**src/rtl/idu_rf_pkg.sv**
```systemverilog
// Shared widths and helpers for the register-read stage.
// The priority helper takes a fixed-width vector so every bypass count up to RF_MAX_FWD can use it.
package idu_rf_pkg;

    localparam int RF_DATA_W  = 64;
    localparam int RF_PREG_W  = 6;
    localparam int RF_IID_W   = 5;
    localparam int RF_NUM_SRC = 2;
    localparam int RF_NUM_FWD = 8;
    localparam int RF_MAX_FWD = 32;

    // Isolates the lowest set bit. Bit 0 is the youngest producer, so it wins.
    function automatic logic [RF_MAX_FWD-1:0] lsb_first_onehot(input logic [RF_MAX_FWD-1:0] req);
        return req & (~req + RF_MAX_FWD'(1));
    endfunction

endpackage

```
**src/rtl/idu_rf_if.sv**
```systemverilog
// Issue / RF / bypass / EX signal bundle of the register-read stage.
// The slave modport is the stage itself; the master modport is its environment.
interface idu_rf_if
    import idu_rf_pkg::*;
#(
    parameter int DATA_W  = RF_DATA_W,
    parameter int PREG_W  = RF_PREG_W,
    parameter int IID_W   = RF_IID_W,
    parameter int NUM_SRC = RF_NUM_SRC,
    parameter int NUM_FWD = RF_NUM_FWD
);

    logic                        rtu_global_flush;
    logic                        in_vld;
    logic                        in_rdy;
    logic [IID_W-1:0]            in_iid;
    logic [6:0]                  in_opcode;
    logic [6:0]                  in_funct7;
    logic [2:0]                  in_funct3;
    logic [NUM_SRC-1:0]          in_psrc_vld;
    logic [NUM_SRC*PREG_W-1:0]   in_psrc;
    logic                        in_pdst_vld;
    logic [PREG_W-1:0]           in_pdst;

    logic [NUM_SRC-1:0]          x_rf_preg_psrc_vld;
    logic [NUM_SRC*PREG_W-1:0]   x_rf_preg_psrc;
    logic [NUM_SRC*DATA_W-1:0]   x_rf_psrc_value;

    logic [NUM_FWD-1:0]          fwd_vld;
    logic [NUM_FWD*PREG_W-1:0]   fwd_preg;
    logic [NUM_FWD*DATA_W-1:0]   fwd_result;

    logic                        out_vld;
    logic                        out_rdy;
    logic [IID_W-1:0]            out_iid;
    logic [6:0]                  out_opcode;
    logic [6:0]                  out_funct7;
    logic [2:0]                  out_funct3;
    logic                        out_pdst_vld;
    logic [PREG_W-1:0]           out_pdst;
    logic [NUM_SRC-1:0]          out_psrc_vld;
    logic [NUM_SRC*DATA_W-1:0]   out_psrc_value;
    logic                        out_div_stall;

    modport slave (
        input  rtu_global_flush, in_vld, in_iid, in_opcode, in_funct7, in_funct3,
               in_psrc_vld, in_psrc, in_pdst_vld, in_pdst,
               x_rf_psrc_value, fwd_vld, fwd_preg, fwd_result, out_rdy,
        output in_rdy, x_rf_preg_psrc_vld, x_rf_preg_psrc,
               out_vld, out_iid, out_opcode, out_funct7, out_funct3,
               out_pdst_vld, out_pdst, out_psrc_vld, out_psrc_value, out_div_stall
    );

    modport master (
        output rtu_global_flush, in_vld, in_iid, in_opcode, in_funct7, in_funct3,
               in_psrc_vld, in_psrc, in_pdst_vld, in_pdst,
               x_rf_psrc_value, fwd_vld, fwd_preg, fwd_result, out_rdy,
        input  in_rdy, x_rf_preg_psrc_vld, x_rf_preg_psrc,
               out_vld, out_iid, out_opcode, out_funct7, out_funct3,
               out_pdst_vld, out_pdst, out_psrc_vld, out_psrc_value, out_div_stall
    );

endinterface

```
**src/rtl/idu_rf_fwd_sel.sv**
```systemverilog
// Resolves one source operand from the bypass channels or the RF read data.
// Channels are not assumed one-hot; the lowest-index match wins.
module idu_rf_fwd_sel
    import idu_rf_pkg::*;
#(
    parameter int DATA_W  = RF_DATA_W,
    parameter int PREG_W  = RF_PREG_W,
    parameter int NUM_FWD = RF_NUM_FWD
) (
    input  logic                      psrc_vld_i,
    input  logic [PREG_W-1:0]         psrc_i,
    input  logic [DATA_W-1:0]         rf_value_i,
    input  logic [NUM_FWD-1:0]        fwd_vld_i,
    input  logic [NUM_FWD*PREG_W-1:0] fwd_preg_i,
    input  logic [NUM_FWD*DATA_W-1:0] fwd_result_i,
    output logic [DATA_W-1:0]         value_o
);

    logic [RF_MAX_FWD-1:0] hit_ext;
    logic [RF_MAX_FWD-1:0] sel;
    logic [DATA_W-1:0]     fwd_val;

    always_comb begin
        hit_ext = '0;
        for (int f = 0; f < NUM_FWD; f++) begin
            hit_ext[f] = fwd_vld_i[f] & (fwd_preg_i[f*PREG_W +: PREG_W] == psrc_i);
        end
    end

    assign sel = lsb_first_onehot(hit_ext);

    always_comb begin
        fwd_val = '0;
        for (int f = 0; f < NUM_FWD; f++) begin
            if (sel[f]) fwd_val = fwd_result_i[f*DATA_W +: DATA_W];
        end
    end

    // An unused source reads as zero so stale RF data never leaks into EX.
    assign value_o = !psrc_vld_i ? '0 : ((|sel) ? fwd_val : rf_value_i);

endmodule

```
**src/rtl/idu_rf_stage.sv**
```systemverilog
// Register-read stage: single-entry uop buffer with valid/ready, RF address drive,
// per-source bypass resolution, and operand capture while stalled.
module idu_rf_stage
    import idu_rf_pkg::*;
#(
    parameter int DATA_W  = RF_DATA_W,
    parameter int PREG_W  = RF_PREG_W,
    parameter int IID_W   = RF_IID_W,
    parameter int NUM_SRC = RF_NUM_SRC,
    parameter int NUM_FWD = RF_NUM_FWD
) (
    input  logic      clk,
    input  logic      rst_clk,
    idu_rf_if.slave   bus
);

    logic                      vld_q,      vld_d;
    logic [IID_W-1:0]          iid_q,      iid_d;
    logic [6:0]                opcode_q,   opcode_d;
    logic [6:0]                funct7_q,   funct7_d;
    logic [2:0]                funct3_q,   funct3_d;
    logic [NUM_SRC-1:0]        psrc_vld_q, psrc_vld_d;
    logic [NUM_SRC*PREG_W-1:0] psrc_q,     psrc_d;
    logic                      pdst_vld_q, pdst_vld_d;
    logic [PREG_W-1:0]         pdst_q,     pdst_d;
    logic [NUM_SRC-1:0]        cap_q,      cap_d;
    logic [NUM_SRC*DATA_W-1:0] capval_q,   capval_d;

    logic                      load;
    logic                      fire;
    logic [NUM_SRC*DATA_W-1:0] resolved;

    assign bus.in_rdy = !vld_q | bus.out_rdy;
    assign load       = bus.in_vld & bus.in_rdy & !bus.rtu_global_flush;
    assign fire       = vld_q & bus.out_rdy;

    for (genvar s = 0; s < NUM_SRC; s++) begin : g_src
        idu_rf_fwd_sel #(
            .DATA_W  (DATA_W),
            .PREG_W  (PREG_W),
            .NUM_FWD (NUM_FWD)
        ) u_fwd_sel (
            .psrc_vld_i   (psrc_vld_q[s]),
            .psrc_i       (psrc_q[s*PREG_W +: PREG_W]),
            .rf_value_i   (bus.x_rf_psrc_value[s*DATA_W +: DATA_W]),
            .fwd_vld_i    (bus.fwd_vld),
            .fwd_preg_i   (bus.fwd_preg),
            .fwd_result_i (bus.fwd_result),
            .value_o      (resolved[s*DATA_W +: DATA_W])
        );

        assign bus.out_psrc_value[s*DATA_W +: DATA_W] =
            cap_q[s] ? capval_q[s*DATA_W +: DATA_W] : resolved[s*DATA_W +: DATA_W];
    end

    always_comb begin
        vld_d      = vld_q;
        iid_d      = iid_q;
        opcode_d   = opcode_q;
        funct7_d   = funct7_q;
        funct3_d   = funct3_q;
        psrc_vld_d = psrc_vld_q;
        psrc_d     = psrc_q;
        pdst_vld_d = pdst_vld_q;
        pdst_d     = pdst_q;
        cap_d      = cap_q;
        capval_d   = capval_q;

        if (load) begin
            // Also covers fire-and-load: the new uop simply replaces the old one.
            vld_d      = 1'b1;
            iid_d      = bus.in_iid;
            opcode_d   = bus.in_opcode;
            funct7_d   = bus.in_funct7;
            funct3_d   = bus.in_funct3;
            psrc_vld_d = bus.in_psrc_vld;
            psrc_d     = bus.in_psrc;
            pdst_vld_d = bus.in_pdst_vld;
            pdst_d     = bus.in_pdst;
            cap_d      = '0;
            capval_d   = '0;
        end else if (bus.rtu_global_flush || fire) begin
            vld_d      = 1'b0;
            iid_d      = '0;
            opcode_d   = '0;
            funct7_d   = '0;
            funct3_d   = '0;
            psrc_vld_d = '0;
            psrc_d     = '0;
            pdst_vld_d = 1'b0;
            pdst_d     = '0;
            cap_d      = '0;
            capval_d   = '0;
        end else if (vld_q) begin
            // Stalled: freeze each operand once so a bypass that goes away is not lost.
            for (int s = 0; s < NUM_SRC; s++) begin
                if (!cap_q[s] && psrc_vld_q[s]) begin
                    cap_d[s]                      = 1'b1;
                    capval_d[s*DATA_W +: DATA_W] = resolved[s*DATA_W +: DATA_W];
                end
            end
        end
    end

    always_ff @(posedge clk or negedge rst_clk) begin
        if (!rst_clk) begin
            vld_q      <= 1'b0;
            iid_q      <= '0;
            opcode_q   <= '0;
            funct7_q   <= '0;
            funct3_q   <= '0;
            psrc_vld_q <= '0;
            psrc_q     <= '0;
            pdst_vld_q <= 1'b0;
            pdst_q     <= '0;
            cap_q      <= '0;
            capval_q   <= '0;
        end else begin
            vld_q      <= vld_d;
            iid_q      <= iid_d;
            opcode_q   <= opcode_d;
            funct7_q   <= funct7_d;
            funct3_q   <= funct3_d;
            psrc_vld_q <= psrc_vld_d;
            psrc_q     <= psrc_d;
            pdst_vld_q <= pdst_vld_d;
            pdst_q     <= pdst_d;
            cap_q      <= cap_d;
            capval_q   <= capval_d;
        end
    end

    assign bus.x_rf_preg_psrc_vld = psrc_vld_q;
    assign bus.x_rf_preg_psrc     = psrc_q;
    assign bus.out_vld            = vld_q;
    assign bus.out_iid            = iid_q;
    assign bus.out_opcode         = opcode_q;
    assign bus.out_funct7         = funct7_q;
    assign bus.out_funct3         = funct3_q;
    assign bus.out_pdst_vld       = pdst_vld_q;
    assign bus.out_pdst           = pdst_q;
    assign bus.out_psrc_vld       = psrc_vld_q;
    assign bus.out_div_stall      = vld_q & funct3_q[2];

endmodule

```
**src/flat_wrapper.sv**
```systemverilog
// flat-port wrapper written by rule: the top's interface ports become plain ports
module idu_rf_stage_flat import idu_rf_pkg::*;
#(
    parameter int DATA_W  = RF_DATA_W,
    parameter int PREG_W  = RF_PREG_W,
    parameter int IID_W   = RF_IID_W,
    parameter int NUM_SRC = RF_NUM_SRC,
    parameter int NUM_FWD = RF_NUM_FWD
)
  (clk, rst_clk, bus_rtu_global_flush, bus_in_vld, bus_in_iid, bus_in_opcode, bus_in_funct7, bus_in_funct3, bus_in_psrc_vld, bus_in_psrc, bus_in_pdst_vld, bus_in_pdst, bus_x_rf_psrc_value, bus_fwd_vld, bus_fwd_preg, bus_fwd_result, bus_out_rdy, bus_in_rdy, bus_x_rf_preg_psrc_vld, bus_x_rf_preg_psrc, bus_out_vld, bus_out_iid, bus_out_opcode, bus_out_funct7, bus_out_funct3, bus_out_pdst_vld, bus_out_pdst, bus_out_psrc_vld, bus_out_psrc_value, bus_out_div_stall);
  idu_rf_if #(.DATA_W(DATA_W), .PREG_W(PREG_W), .IID_W(IID_W), .NUM_SRC(NUM_SRC), .NUM_FWD(NUM_FWD)) bus_i ();
  input  logic clk;
  input  logic rst_clk;
  input wire logic [$bits(bus_i.rtu_global_flush)-1:0] bus_rtu_global_flush;
  input wire logic [$bits(bus_i.in_vld)-1:0] bus_in_vld;
  input wire logic [$bits(bus_i.in_iid)-1:0] bus_in_iid;
  input wire logic [$bits(bus_i.in_opcode)-1:0] bus_in_opcode;
  input wire logic [$bits(bus_i.in_funct7)-1:0] bus_in_funct7;
  input wire logic [$bits(bus_i.in_funct3)-1:0] bus_in_funct3;
  input wire logic [$bits(bus_i.in_psrc_vld)-1:0] bus_in_psrc_vld;
  input wire logic [$bits(bus_i.in_psrc)-1:0] bus_in_psrc;
  input wire logic [$bits(bus_i.in_pdst_vld)-1:0] bus_in_pdst_vld;
  input wire logic [$bits(bus_i.in_pdst)-1:0] bus_in_pdst;
  input wire logic [$bits(bus_i.x_rf_psrc_value)-1:0] bus_x_rf_psrc_value;
  input wire logic [$bits(bus_i.fwd_vld)-1:0] bus_fwd_vld;
  input wire logic [$bits(bus_i.fwd_preg)-1:0] bus_fwd_preg;
  input wire logic [$bits(bus_i.fwd_result)-1:0] bus_fwd_result;
  input wire logic [$bits(bus_i.out_rdy)-1:0] bus_out_rdy;
  output wire logic [$bits(bus_i.in_rdy)-1:0] bus_in_rdy;
  output wire logic [$bits(bus_i.x_rf_preg_psrc_vld)-1:0] bus_x_rf_preg_psrc_vld;
  output wire logic [$bits(bus_i.x_rf_preg_psrc)-1:0] bus_x_rf_preg_psrc;
  output wire logic [$bits(bus_i.out_vld)-1:0] bus_out_vld;
  output wire logic [$bits(bus_i.out_iid)-1:0] bus_out_iid;
  output wire logic [$bits(bus_i.out_opcode)-1:0] bus_out_opcode;
  output wire logic [$bits(bus_i.out_funct7)-1:0] bus_out_funct7;
  output wire logic [$bits(bus_i.out_funct3)-1:0] bus_out_funct3;
  output wire logic [$bits(bus_i.out_pdst_vld)-1:0] bus_out_pdst_vld;
  output wire logic [$bits(bus_i.out_pdst)-1:0] bus_out_pdst;
  output wire logic [$bits(bus_i.out_psrc_vld)-1:0] bus_out_psrc_vld;
  output wire logic [$bits(bus_i.out_psrc_value)-1:0] bus_out_psrc_value;
  output wire logic [$bits(bus_i.out_div_stall)-1:0] bus_out_div_stall;
  assign bus_i.rtu_global_flush = bus_rtu_global_flush;
  assign bus_i.in_vld = bus_in_vld;
  assign bus_i.in_iid = bus_in_iid;
  assign bus_i.in_opcode = bus_in_opcode;
  assign bus_i.in_funct7 = bus_in_funct7;
  assign bus_i.in_funct3 = bus_in_funct3;
  assign bus_i.in_psrc_vld = bus_in_psrc_vld;
  assign bus_i.in_psrc = bus_in_psrc;
  assign bus_i.in_pdst_vld = bus_in_pdst_vld;
  assign bus_i.in_pdst = bus_in_pdst;
  assign bus_i.x_rf_psrc_value = bus_x_rf_psrc_value;
  assign bus_i.fwd_vld = bus_fwd_vld;
  assign bus_i.fwd_preg = bus_fwd_preg;
  assign bus_i.fwd_result = bus_fwd_result;
  assign bus_i.out_rdy = bus_out_rdy;
  assign bus_in_rdy = bus_i.in_rdy;
  assign bus_x_rf_preg_psrc_vld = bus_i.x_rf_preg_psrc_vld;
  assign bus_x_rf_preg_psrc = bus_i.x_rf_preg_psrc;
  assign bus_out_vld = bus_i.out_vld;
  assign bus_out_iid = bus_i.out_iid;
  assign bus_out_opcode = bus_i.out_opcode;
  assign bus_out_funct7 = bus_i.out_funct7;
  assign bus_out_funct3 = bus_i.out_funct3;
  assign bus_out_pdst_vld = bus_i.out_pdst_vld;
  assign bus_out_pdst = bus_i.out_pdst;
  assign bus_out_psrc_vld = bus_i.out_psrc_vld;
  assign bus_out_psrc_value = bus_i.out_psrc_value;
  assign bus_out_div_stall = bus_i.out_div_stall;
  idu_rf_stage #(.DATA_W(DATA_W), .PREG_W(PREG_W), .IID_W(IID_W), .NUM_SRC(NUM_SRC), .NUM_FWD(NUM_FWD)) u_core (.clk(clk), .rst_clk(rst_clk), .bus(bus_i));
endmodule
```
**config.mk**
```make
export PLATFORM = sky130hd
export DESIGN_NAME = idu_rf_stage_flat
export DESIGN_NICKNAME = d
export VERILOG_FILES = /design/src/rtl/idu_rf_pkg.sv /design/src/rtl/idu_rf_if.sv /design/src/rtl/idu_rf_fwd_sel.sv /design/src/rtl/idu_rf_stage.sv /design/src/flat_wrapper.sv
export SDC_FILE = /design/constraint.sdc
export NUM_CORES = 1
export LEC_CHECK = 0
export CORE_AREA = 8 8 350 352
export CTS_CLUSTER_DIAMETER = 30
export DETAILED_ROUTE_END_ITERATION = 10
export DIE_AREA = 0 0 358 360
export RECOVER_POWER = 100
export SLEW_MARGIN = 20
export SYNTH_ARGS = -nofsm -noshare
export SYNTH_HDL_FRONTEND = slang
export SYNTH_SLANG_ARGS = --single-unit
```
**constraint.sdc**
```tcl
create_clock -name clk -period 2.6 [get_ports clk]
set_clock_uncertainty 0.05 [all_clocks]
set_input_delay 0.39 -clock clk [delete_from_list [all_inputs] [get_ports clk]]
set_output_delay 0.39 -clock clk [all_outputs]
set_load 0.02 [all_outputs]
```
==> results.ini <==
[run_status]
outcome=finished, violations left
failing_checks=setup timing

[detailed_routing]
ant_nets=0
detail_route.drc_violations=0
detailedRoute.firstIterationViolations=3641
vias_per_cell=5.49
drt_pass1_iterations=10
total_routed_length_um=220000
vias=30800
drt-wirelength-per-cell_um=39.3

[power_and_ir_drop]
p_sw_share_pct=38.3
combPwrFrac_pct=50.4
power_density_mw_per_mm2=269
p_switching_mw=4.68
vdd.ir_drop.worst_mv=0.557
internal-power_mw=7.53
report.power.total_mw=12.2
clockPowerShare_pct=26.5
static-leakage-power_nw=17.1
seq_power_share_pct=23.1

[synth]
synth.cell_area_mm2=0.0181
synth-compound-area-share_pct=42.5
yosysSeqAreaShare_pct=24.0
number_of_cells_produced_by_synthesis=2487
synth.distinct_cells=64
synth_adder_area_share_pct=0
yosys.area_share.simple_pct=21.1
most_frequent_cells_after_synthesis=sky130_fd_sc_hd__nand2_1 (410), sky130_fd_sc_hd__nor2_1 (251), sky130_fd_sc_hd__clkbuf_1 (190)
synth_enable_flop_cells=0
portion_of_netlist_area_occupied_by_mux_cells_pct=0.787
synth_async_sr_flop_share_pct=100
postSynthNetCount=3231
synth_ff_type=sky130_fd_sc_hd__dfrtp_1
synth.largest_area_cell=sky130_fd_sc_hd__dfrtp_1
synth_top_family_by_area=compound AO/OA/AOI/OAI gates
synth-xor-area-share_pct=4.64
yosysMostFrequentCell=sky130_fd_sc_hd__nand2_1
synth.area.top_cells=sky130_fd_sc_hd__dfrtp_1 (24%), sky130_fd_sc_hd__nand2_1 (8.5%), sky130_fd_sc_hd__o31ai_1 (5.9%)
synth.avg_cell_area_um2=7.28
synth-warning-count=0
ys_seq_elements=174
yosysTopAreaCellShare_pct=24.0

[sta]
setup_viol=281
finalCriticalPeriod_ps=4150
finalHoldViolations=0
max_slew.worst_pin.slew_ps=1490
final_max_slew_viol_count=0
whs_ps=379
fmax_ghz=0.241
grt_setup_unrepaired=true
max_slew_margin_pct=0.342
setup_slack_ps=-1550
finalCritPeriodShare_pct=160

[clock_network]
clock_sinks=174
insertion_delay_ps=550
cts_tree=built
cts_inserted_buffers=17
cts_max_path_buffers=2
cts.htree.levels=4
cts.clk_slew.worst_paths_ps=80
clock-root-buffer=sky130_fd_sc_hd__clkbuf_16

[setup_path]
worst_r2r_path_depth=16
timing.critical_path.arrival_ps=3710
timing.critical_path.slowest_stage_cell=sky130_fd_sc_hd__a222oi_1
critPathMostFrequentCell=sky130_fd_sc_hd__buf_12
crit_buf_inv=6
setup.worst_path.start_class=register
worst_ep_required_time_ps=2160
timing.critical_path.depth=14
end_kind=output pin
crit_path_max_incr_delay_ps=680
worstPathCellList=buf_6, xnor2_2, nand4_1, buf_4, nor4_4, buf_6, nor4_4, and3_4, buf_12, buf_12, a222oi_1, a31o_4, o31ai_4, buf_12
worst-setup-path-type=register to output pin
crit_path_max_fanout=7
cp_top_family=compound AO/OA/AOI/OAI gates

[cells_and_area]
ff_latch_area_mm2=0.00437
finalCoreUtilization_pct=38.8
final-instance-count-excl-fill=5613
multi_input_comb_area_mm2=0.0183
layout-area-overhead-vs-synth_pct=151
layout.filler_cells=11500
final_layout_size_suffix_gt1_share_pct=42.9
fin_nets=4772

[place]
placement.io_buffers=919
cell_total_after_placement=5176
detailedPlacementHpwl_um=161000
placement.setup.worst_slack_ps=-1810
finalWeightedCongestion=0.960

[global_routing]
wire_length_of_the_first_global_routing_pass_um=278000
antenna_violations_before_repair=64
grt.total_usage_pct=31.6
grt_pass1_vias=30700
grt_overflow=0
pin_count_of_the_biggest_net_entering_global_routing=46

[floorplan]
fp.dieH_um=360
die-area_mm2=0.129
die_x_um=358
rows=126
placeableCoreArea_mm2=0.117
boundaryPins=920
initial_core_util_pct=15.5

[hold_path]
min-delay-path-class=primary input to register
worstHoldPathCells=2

[flow_run]
timing.max_cap.violations=0

cell usage in the layout (no fill, tap or decap), types with 19 or more instances in the layout:
cell type / n
sky130_fd_sc_hd__a2111oi_4: 43
sky130_fd_sc_hd__a21oi_1: 82
sky130_fd_sc_hd__a21oi_2: 44
sky130_fd_sc_hd__a221o_1: 41
sky130_fd_sc_hd__a222oi_1: 49
sky130_fd_sc_hd__a22o_1: 81
sky130_fd_sc_hd__a22oi_2: 22
sky130_fd_sc_hd__a31o_1: 29
sky130_fd_sc_hd__and3_1: 37
sky130_fd_sc_hd__buf_12: 197
sky130_fd_sc_hd__buf_16: 26
sky130_fd_sc_hd__buf_4: 469
sky130_fd_sc_hd__buf_6: 240
sky130_fd_sc_hd__buf_8: 45
sky130_fd_sc_hd__clkbuf_16: 30
sky130_fd_sc_hd__clkdlybuf4s50_1: 750
sky130_fd_sc_hd__dfrtp_1: 163
sky130_fd_sc_hd__diode_2: 36
sky130_fd_sc_hd__dlygate4sd3_1: 41
sky130_fd_sc_hd__nand2_1: 378
sky130_fd_sc_hd__nand2_4: 19
sky130_fd_sc_hd__nand3_1: 58
sky130_fd_sc_hd__nor2_1: 140
sky130_fd_sc_hd__nor2_2: 55
sky130_fd_sc_hd__nor2_4: 58
sky130_fd_sc_hd__o211ai_1: 27
sky130_fd_sc_hd__o21a_1: 44
sky130_fd_sc_hd__o21ai_0: 71
sky130_fd_sc_hd__o21ai_1: 64
sky130_fd_sc_hd__o21ai_2: 50
sky130_fd_sc_hd__o221ai_1: 22
sky130_fd_sc_hd__o221ai_2: 23
sky130_fd_sc_hd__o221ai_4: 33
sky130_fd_sc_hd__o22a_1: 20
sky130_fd_sc_hd__o22ai_1: 27
sky130_fd_sc_hd__o31ai_1: 41
sky130_fd_sc_hd__o31ai_4: 93
sky130_fd_sc_hd__xnor2_1: 28
sky130_fd_sc_hd__xnor2_2: 26
sky130_fd_sc_hd__xor2_1: 22
metal layers:
metal	track usage, %	vias to the layer above	share of wire, %
li1	-	12700	-
met1	36.5	15200	37
met2	50.5	2211	46
met3	10.8	661	10
met4	18.0	42	6.8
met5	0	-	0.13
worst register-to-register path, delay by kind of cell (launching register included):
family / cells / cell delay, ps
compound gates: 2 / 200
buf+inv: 8 / 1110
simple gates: 5 / 1050
xor+xnor: 1 / 170
flops: 1 / 570
registers in the layout, indices dropped and copies added (netlist names), 3 cells and up:
name	flops
u_core.bus.x_rf_preg_psrc	12
u_core.bus.out_opcode	7
u_core.bus.out_pdst	6
u_core.bus.out_iid	5
u_core.bus.out_funct7	7
u_core.capval_q	128
u_core.bus.out_funct3	3
power by group through the flow:
stage / registers (mW) / clock network [mW] / logic (mW)
final: 2.82 / 3.24 / 6.15
after global routing: 2.83 / 3.37 / 6.32
after CTS: 2.82 / 3.34 / 5.78
after detailed placement: 2.88 / 0 / 4.95
after global placement: 2.88 / 0 / 4.95
after floorplan: 2.89 / 0 / 1.68
stage by stage:
stage,TNS (ps),instance area [um^2]
2_1_floorplan,-38890,20700
3_3_place_gp,-310470,35800
3_5_place_dp,-308720,35800
4_1_cts,-227510,42300
5_1_grt,-258030,45400
6_report,-233660,45400
repair_timing:
item,CTS,global route
cloned,23,13
hold buffers,1,0
pin swaps,240,308
endpoints found under the setup margin,256,256
resized for setup,857,510
endpoints found under the hold margin,35,0
buffers inserted,277,148
path summary, 6_finish.rpt:
| check | from | to | slack, ps |
|---|---|---|---|
| min in group asynchronous | rst_clk | u_core.capval_q[7] | 700 |
| min reg2reg | u_core.capval_q[99] | u_core.capval_q[99] | 430 |
| min | bus_in_opcode[0] | u_core.bus.out_opcode[0] | 380 |
| max | u_core.bus.x_rf_preg_psrc[7] | bus_out_psrc_value[116] | -1550 |
| max in group asynchronous | rst_clk | u_core.capval_q[117] | 130 |
| max reg2reg | u_core.bus.x_rf_preg_psrc[11] | u_core.capval_q[98] | -650 |
kinds of logic (layout without fill, tap and decap cells):
kind of cell / after synthesis / in the layout
and+or+nand+nor: 879 / 879
buffers and inverters: 282 / 1836
xor gates and xnor gates: 96 / 96
other: 0 / 36
DFF: 174 / 174
muxes: 14 / 14
AOI/OAI and AO/OA: 1042 / 1042
cell type report:
type / count / share of cell area (%)
Timing Repair Buffer: 1795 / 44.1
Tap cell: 1536 / 4.23
Multi-Input combinational cell: 2031 / 40.3
Clock inverter: 13 / 0.435
Clock buffer: 19 / 0.975
Antenna cell: 36 / 0.198
Sequential cell: 174 / 9.62
Inverter: 9 / 0.0854
(Power assumes the default switching activity.)
